## src/rtl/systolic_sequencer_pkg.sv

```systemverilog
// Shared types and helpers for the systolic array feed sequencer.
//   state_e       : sequencer FSM state encoding
//   drain_cycles  : flush length after the last feed beat for an N x N array
package systolic_pkg;

  typedef enum logic [2:0] {
    ST_IDLE  = 3'd0,
    ST_CLEAR = 3'd1,
    ST_FEED  = 3'd2,
    ST_DRAIN = 3'd3,
    ST_DONE  = 3'd4
  } state_e;

  // Longest skewer lane (2N) plus traversal of the array (2N-2).
  function automatic int unsigned drain_cycles(input int unsigned n);
    return 4 * n - 2;
  endfunction

endpackage

```

## src/rtl/systolic_sequencer_seq_counter.sv

```systemverilog
// Clear/enable up-counter with terminal-count flag.
//   clk, reset : clock, async active-low reset
//   clr_i      : synchronous clear (wins over enable)
//   en_i       : count enable; the count saturates at TERM and never wraps
//   count_o    : current count
//   tc_o       : high while count_o == TERM
module seq_counter #(
  parameter int unsigned WIDTH = 2,
  parameter int unsigned TERM  = 3
) (
  input  logic             clk,
  input  logic             reset,
  input  logic             clr_i,
  input  logic             en_i,
  output logic [WIDTH-1:0] count_o,
  output logic             tc_o
);

  logic [WIDTH-1:0] count_q;
  logic [WIDTH-1:0] count_d;

  assign tc_o    = (count_q == WIDTH'(TERM));
  assign count_o = count_q;

  always_comb begin
    count_d = count_q;
    if (clr_i) begin
      count_d = '0;
    end else if (en_i && !tc_o) begin
      count_d = count_q + WIDTH'(1);
    end
  end

  always_ff @(posedge clk or negedge reset) begin
    if (!reset) begin
      count_q <= '0;
    end else begin
      count_q <= count_d;
    end
  end

endmodule

```

## src/rtl/systolic_sequencer.sv

```systemverilog
// Feed sequencer for an N x N systolic array: clears the accumulators, streams
// N operand rows into the input skewer, then flushes zeros until results settle.
//   clk, reset  : clock, async active-low reset
//   start       : launch one operation (IDLE only)
//   abort       : abandon the operation (any non-IDLE state)
//   in_valid    : lane_in holds the row for rd_addr this cycle
//   lane_in     : unskewed operand row
//   rd_addr     : row index requested from the operand buffer
//   lane_out    : row presented to the skewer
//   skew_enable : skewer shift enable
//   pe_clear    : accumulator clear
//   busy        : CLEAR through DRAIN
//   done        : one-cycle completion pulse
//
// state    | meaning
// ---------+-----------------------------------------------
// IDLE     | waiting for start
// CLEAR    | one cycle clearing the PE accumulators
// FEED     | streaming rows 0..N-1, stalls while in_valid low
// DRAIN    | shifting zeros through skewer and array
// DONE     | results final, single-cycle done pulse
module systolic_sequencer
  import systolic_pkg::*;
#(
  parameter int unsigned MATRIX_SIZE = 2,
  parameter int unsigned DATA_SIZE   = 32
) (
  input  logic                                      clk,
  input  logic                                      reset,
  input  logic                                      start,
  input  logic                                      abort,
  input  logic                                      in_valid,
  input  logic [MATRIX_SIZE-1:0][DATA_SIZE-1:0]     lane_in,
  output logic [$clog2(MATRIX_SIZE)-1:0]            rd_addr,
  output logic [MATRIX_SIZE-1:0][DATA_SIZE-1:0]     lane_out,
  output logic                                      skew_enable,
  output logic                                      pe_clear,
  output logic                                      busy,
  output logic                                      done
);

  localparam int unsigned BEAT_W  = $clog2(MATRIX_SIZE);
  localparam int unsigned DRAIN_N = drain_cycles(MATRIX_SIZE);
  localparam int unsigned DRAIN_W = $clog2(DRAIN_N);

  state_e state_q;
  state_e state_d;

  logic [BEAT_W-1:0]  beat_cnt;
  logic               beat_tc;
  logic               beat_clr;
  logic               beat_en;
  logic [DRAIN_W-1:0] drain_cnt;
  logic               drain_tc;
  logic               drain_clr;
  logic               drain_en;
  logic               drain_last;

  // Counters sit at zero outside their own state, so both are zero on entry
  // to CLEAR; abort zeroes them on the same edge the FSM returns to IDLE.
  assign beat_clr   = (state_q != ST_FEED) || abort;
  assign beat_en    = (state_q == ST_FEED) && in_valid;
  assign drain_clr  = (state_q != ST_DRAIN) || abort;
  assign drain_en   = (state_q == ST_DRAIN) && !drain_tc;
  assign drain_last = (drain_cnt == DRAIN_W'(DRAIN_N - 1));

  seq_counter #(
    .WIDTH (BEAT_W),
    .TERM  (MATRIX_SIZE - 1)
  ) u_beat_cnt (
    .clk     (clk),
    .reset   (reset),
    .clr_i   (beat_clr),
    .en_i    (beat_en),
    .count_o (beat_cnt),
    .tc_o    (beat_tc)
  );

  seq_counter #(
    .WIDTH (DRAIN_W),
    .TERM  (DRAIN_N - 1)
  ) u_drain_cnt (
    .clk     (clk),
    .reset   (reset),
    .clr_i   (drain_clr),
    .en_i    (drain_en),
    .count_o (drain_cnt),
    .tc_o    (drain_tc)
  );

  always_ff @(posedge clk or negedge reset) begin
    if (!reset) begin
      state_q <= ST_IDLE;
    end else begin
      state_q <= state_d;
    end
  end

  // Outputs decode only state, counters, and the data-path inputs, never
  // start or abort.
  always_comb begin
    state_d     = state_q;
    rd_addr     = '0;
    lane_out    = '0;
    skew_enable = 1'b0;
    pe_clear    = 1'b0;
    busy        = 1'b0;
    done        = 1'b0;

    if ((state_q != ST_IDLE) && abort) begin
      state_d = ST_IDLE;
    end else begin
      unique case (state_q)
        ST_IDLE:  if (start) state_d = ST_CLEAR;
        ST_CLEAR: state_d = ST_FEED;
        ST_FEED:  if (beat_tc && in_valid) state_d = ST_DRAIN;
        ST_DRAIN: if (drain_last) state_d = ST_DONE;
        ST_DONE:  state_d = ST_IDLE;
        default:  state_d = ST_IDLE;
      endcase
    end

    unique case (state_q)
      ST_CLEAR: begin
        pe_clear = 1'b1;
        busy     = 1'b1;
      end
      ST_FEED: begin
        busy        = 1'b1;
        rd_addr     = beat_cnt;
        lane_out    = lane_in;
        skew_enable = in_valid;
      end
      ST_DRAIN: begin
        busy        = 1'b1;
        skew_enable = 1'b1;
      end
      ST_DONE: done = 1'b1;
      default: ;
    endcase
  end

endmodule

```

## config.mk

```make
export PLATFORM = sky130hd
export DESIGN_NAME = systolic_sequencer
export DESIGN_NICKNAME = d
export VERILOG_FILES = /design/src/rtl/systolic_sequencer_pkg.sv /design/src/rtl/systolic_sequencer_seq_counter.sv /design/src/rtl/systolic_sequencer.sv
export SDC_FILE = /design/constraint.sdc
export NUM_CORES = 1
export LEC_CHECK = 0
export ABC_AREA = 0
export BUFFER_PORTS_ARGS = -buffer_cell sky130_fd_sc_hd__buf_2
export CAP_MARGIN = 20
export CORE_ASPECT_RATIO = 1.5
export CORE_MARGIN = 8
export CORE_UTILIZATION = 25
export DETAILED_ROUTE_END_ITERATION = 12
export GPL_TIMING_DRIVEN = 0
export PLACE_DENSITY = 0.85
export SLEW_MARGIN = 20
export SYNTH_ARGS = -nofsm -noshare
export SYNTH_HDL_FRONTEND = slang
export SYNTH_SLANG_ARGS = --single-unit
```

## constraint.sdc

```tcl
create_clock -name clk -period 1.1 [get_ports clk]
set_input_delay 0.055 -clock clk [delete_from_list [all_inputs] [get_ports clk]]
set_output_delay 0.055 -clock clk [all_outputs]
set_load 0.02 [all_outputs]
```

==> results.txt <==
The number of antenna violations at the first check in global routing came out at 0. Of all cell types, the one taking the most synthesized area is sky130_fd_sc_hd__and2_1. The full die area is 0.00546 mm^2.

After technology mapping, the gate count stands at 109. At the end of the flow, the number of nets in the layout was 339. After filler insertion, the fill cell instance count of the layout stands at 215. The number of cells on the worst reg-to-reg path is 5. The synthesis-to-finish area growth came out at 203%. The clock period minus final worst setup slack came out at 1.57 ns. For this block, the initial DRC count from the detailed router was 41.

The number of global-route vias before repair came out at 1602. The sequential-to-total area share from yosys stat is 21.1%. Leaving out fill and tap cells, the most frequent cell in the layout is sky130_fd_sc_hd__buf_6.

The post-route core utilization is 79.6%. The tightest min-delay check is of the input pin to flop type. The flow ran to the end, but the final reports show violations. The post-synthesis cell type count is 23. The number of pins with negative max-slew slack in the final report came out at 0. The register bit total from synthesis is 7. The clock skew after layout is 0.00223 ns. The critical path required time is 1.04 ns. The count of cells along the worst hold path is 2. Timing would allow up to 636 MHz. The areal power density over the cells is 890 mW/mm^2. The final HPWL from detailed placement is 3.80 mm.

The power consumption came out at 0.00224 W. The final period utilization came out at 143%. The detailed router placed 1406 vias in this run. The worst-case headroom to the max-slew limit came out at 81.8%. Max-cap violations in this run came to 0. The clock sink count is 7.

The total wire length after detailed routing is 5.75 mm. TritonCTS built the clock tree. The final reports fail on negative setup slack. After detailed routing, the number of remaining DRC violations is 0. The number of buffers created by CTS is 3. The count of endpoints failing hold in the final timing report came to 0. The antenna violation net count after detailed routing is 0.

The pin count of the biggest net entering global routing came out at 11. The total number of yosys warnings is 0. The initial utilization of the core area, before any placement, comes to 26.3%.

The total instance count after detailed placement is 286. IR analysis of the VDD net gives a maximum drop of 0.767 mV. The standard cell area after detailed placement is 0.00176 mm^2. STA classifies the critical path endpoint as an output port. The routed wirelength normalized by instance count is 18.7 um.

The die is 86.6 um tall. The final worst setup slack came out at -0.473 ns. The count of standard-cell rows came out at 25. The number of failing setup endpoints in the final timing report is 72. The arrival time of data at the critical path endpoint came out at 1.52 ns. STA classifies the critical path startpoint as a flop. In this run the static leakage power is 1.33 nW.

The non-filler instance count after layout is 307. The number of I/O pins came out at 138. The tree is rooted in a sky130_fd_sc_hd__clkbuf_8.

The antenna diode instance count is 0. In this run the critical register-to-register path is launched from state_q[1]. The measured slew at the worst slew-check pin came out at 0.269 ns. The total global routing track utilization is 19.5%. The worst hold margin came out at 0.0555 ns. Setup slack on the worst reg-to-reg path comes out at -0.25 ns.

The first global-routing pass estimated 8.54 mm of wire. The post-synth net total came out at 180. The count of input and output buffers came out at 137. The width of the die came out at 63.0 um. The count of TritonRoute iterations in the first routing pass came out at 4. The finished layout cell area is 0.00251 mm^2.

The deepest level of the CTS H-tree is 1. The path type of the worst setup path is flop to output port. Setup repair after global routing could not meet its margin everywhere.

Of the cells placed in the final design, the portion with a size suffix greater than 1 is 91.8%. The end point of the critical path is lane_out[14]. The global placement routability congestion came out at 0.803. After global routing the overflow that remains totals 0. In the post-synthesis netlist, the biggest area contributors are sky130_fd_sc_hd__and2_1, sky130_fd_sc_hd__dfrtp_1, sky130_fd_sc_hd__buf_2. The launch point of the critical path is state_q[0].

The cell area that synthesis handed to floorplanning was 830 um^2. In this run the critical register-to-register path is captured at state_q[0]. The library cells used most frequently in the layout, excluding fill and tap cells, are sky130_fd_sc_hd__buf_6, sky130_fd_sc_hd__buf_2, sky130_fd_sc_hd__and2_4, sky130_fd_sc_hd__buf_4, sky130_fd_sc_hd__nor2_1. The area of the placeable core came out at 0.00316 mm^2. The maximum fanout along the worst path came out at 7.

A synthesized cell averages 7.61 um^2. The mean number of vias per cell is 4.58. Clock latency on the worst-skew pair, taken at its later pin, is 0.23 ns.

The clock-pin slew of the registers on the worst-case setup and hold paths came out at 0.04 ns. The area share of the largest cell type after synthesis is 49.0%. The maximum root-to-sink buffer count came out at 2.
## worst max-delay path, cell delays in order (launching register included)
cell and delay [ns]:
sky130_fd_sc_hd__dfrtp_2 0.42, sky130_fd_sc_hd__nor3b_4 0.24, sky130_fd_sc_hd__buf_6 0.19, sky130_fd_sc_hd__buf_4 0.15, sky130_fd_sc_hd__and2_4 0.14, sky130_fd_sc_hd__buf_4 0.14
## power breakdown
group | internal (W) | leakage (nW) | switching (W)
sequential | 0.000275 | 0.0909 | 0.0000169
combinational | 0.000894 | 1.22 | 0.000672
clock | 0.000252 | 0.0228 | 0.000127
## cells by family after synthesis
family,Yosys count,share of synthesized area (%)
AND/OR/NAND/NOR,87,67.1
AO/OA/AOI/OAI,4,3.62
adder cells (fa/ha/maj),2,3.02
buffers and inverters,9,5.13
flip-flops,7,21.1
## metrics by stage
step	TNS, ns	worst slack, ns
final	-28.81	-0.473
after global routing	-33.28	-0.525
after CTS	-29.45	-0.472
after detailed placement	-19.35	-0.326
after global placement	-17.90	-0.303
after floorplan	-4.52	-0.0814
## state kept, by name, indices dropped and copies added, names as in the netlist
register / count
u_beat_cnt.count_o: 1
state_q: 3
u_drain_cnt.count_o: 3
## cell type report
| class | count | area [um^2] | area share [%] |
|---|---|---|---|
| inverter | 1 | 3.75 | 0.149 |
| timing repair buffer | 155 | 1290 | 51.2 |
| sequential | 7 | 179 | 7.12 |
| multi-input combinational | 93 | 863 | 34.3 |
| buffer | 7 | 86.3 | 3.43 |
| tap | 40 | 50.0 | 1.99 |
| clock buffer | 4 | 45.0 | 1.79 |
## layer usage
metal  part of all wire, %  vias to the layer above  routed length [um]  global-route usage (%)
met5                     0                        -                   0                       0
met4                   1.4                        0                  83                    6.46
met3                    10                       10                 589                    8.00
met2                    56                       92                3240                    39.1
met1                    32                      635                1840                    16.7
li1                      -                      669                   -                       -
## how the worst min path moves through the flow
stage	start	to
after floorplan	reset	state_q[0]
after global placement	reset	u_drain_cnt.count_o[2]
after detailed placement	reset	u_drain_cnt.count_o[0]
after CTS	abort	state_q[1]
after global routing	abort	state_q[1]
final	abort	state_q[1]
## cell usage after synthesis (all sizes together)
cell type / instances
nor3: 1
and3b: 2
a21o: 1
a221o: 1
nor3b: 4
inv: 1
buf: 7
nor2: 6
a211oi: 1
and4: 1
clkbuf: 1
nor4b: 1
nand2: 1
a21oi: 1
nor4bb: 2
ha: 2
nor4: 1
nand4bb: 1
and2: 65
dfrtp: 7
nor2b: 1
nand3: 1
## repair_timing
| item | 4_1_cts | 5_1_grt |
|---|---|---|
| hold buffers | 1 | 0 |
| endpoints found under the hold margin | 7 | 0 |
| setup endpoints to repair | 74 | 75 |
| buffers inserted | 10 | 5 |
| gates cloned | 4 | 0 |
| pin swaps | 17 | 4 |
| resized for setup | 170 | 11 |
No activity file was read; power rests on OpenSTA's default activity.
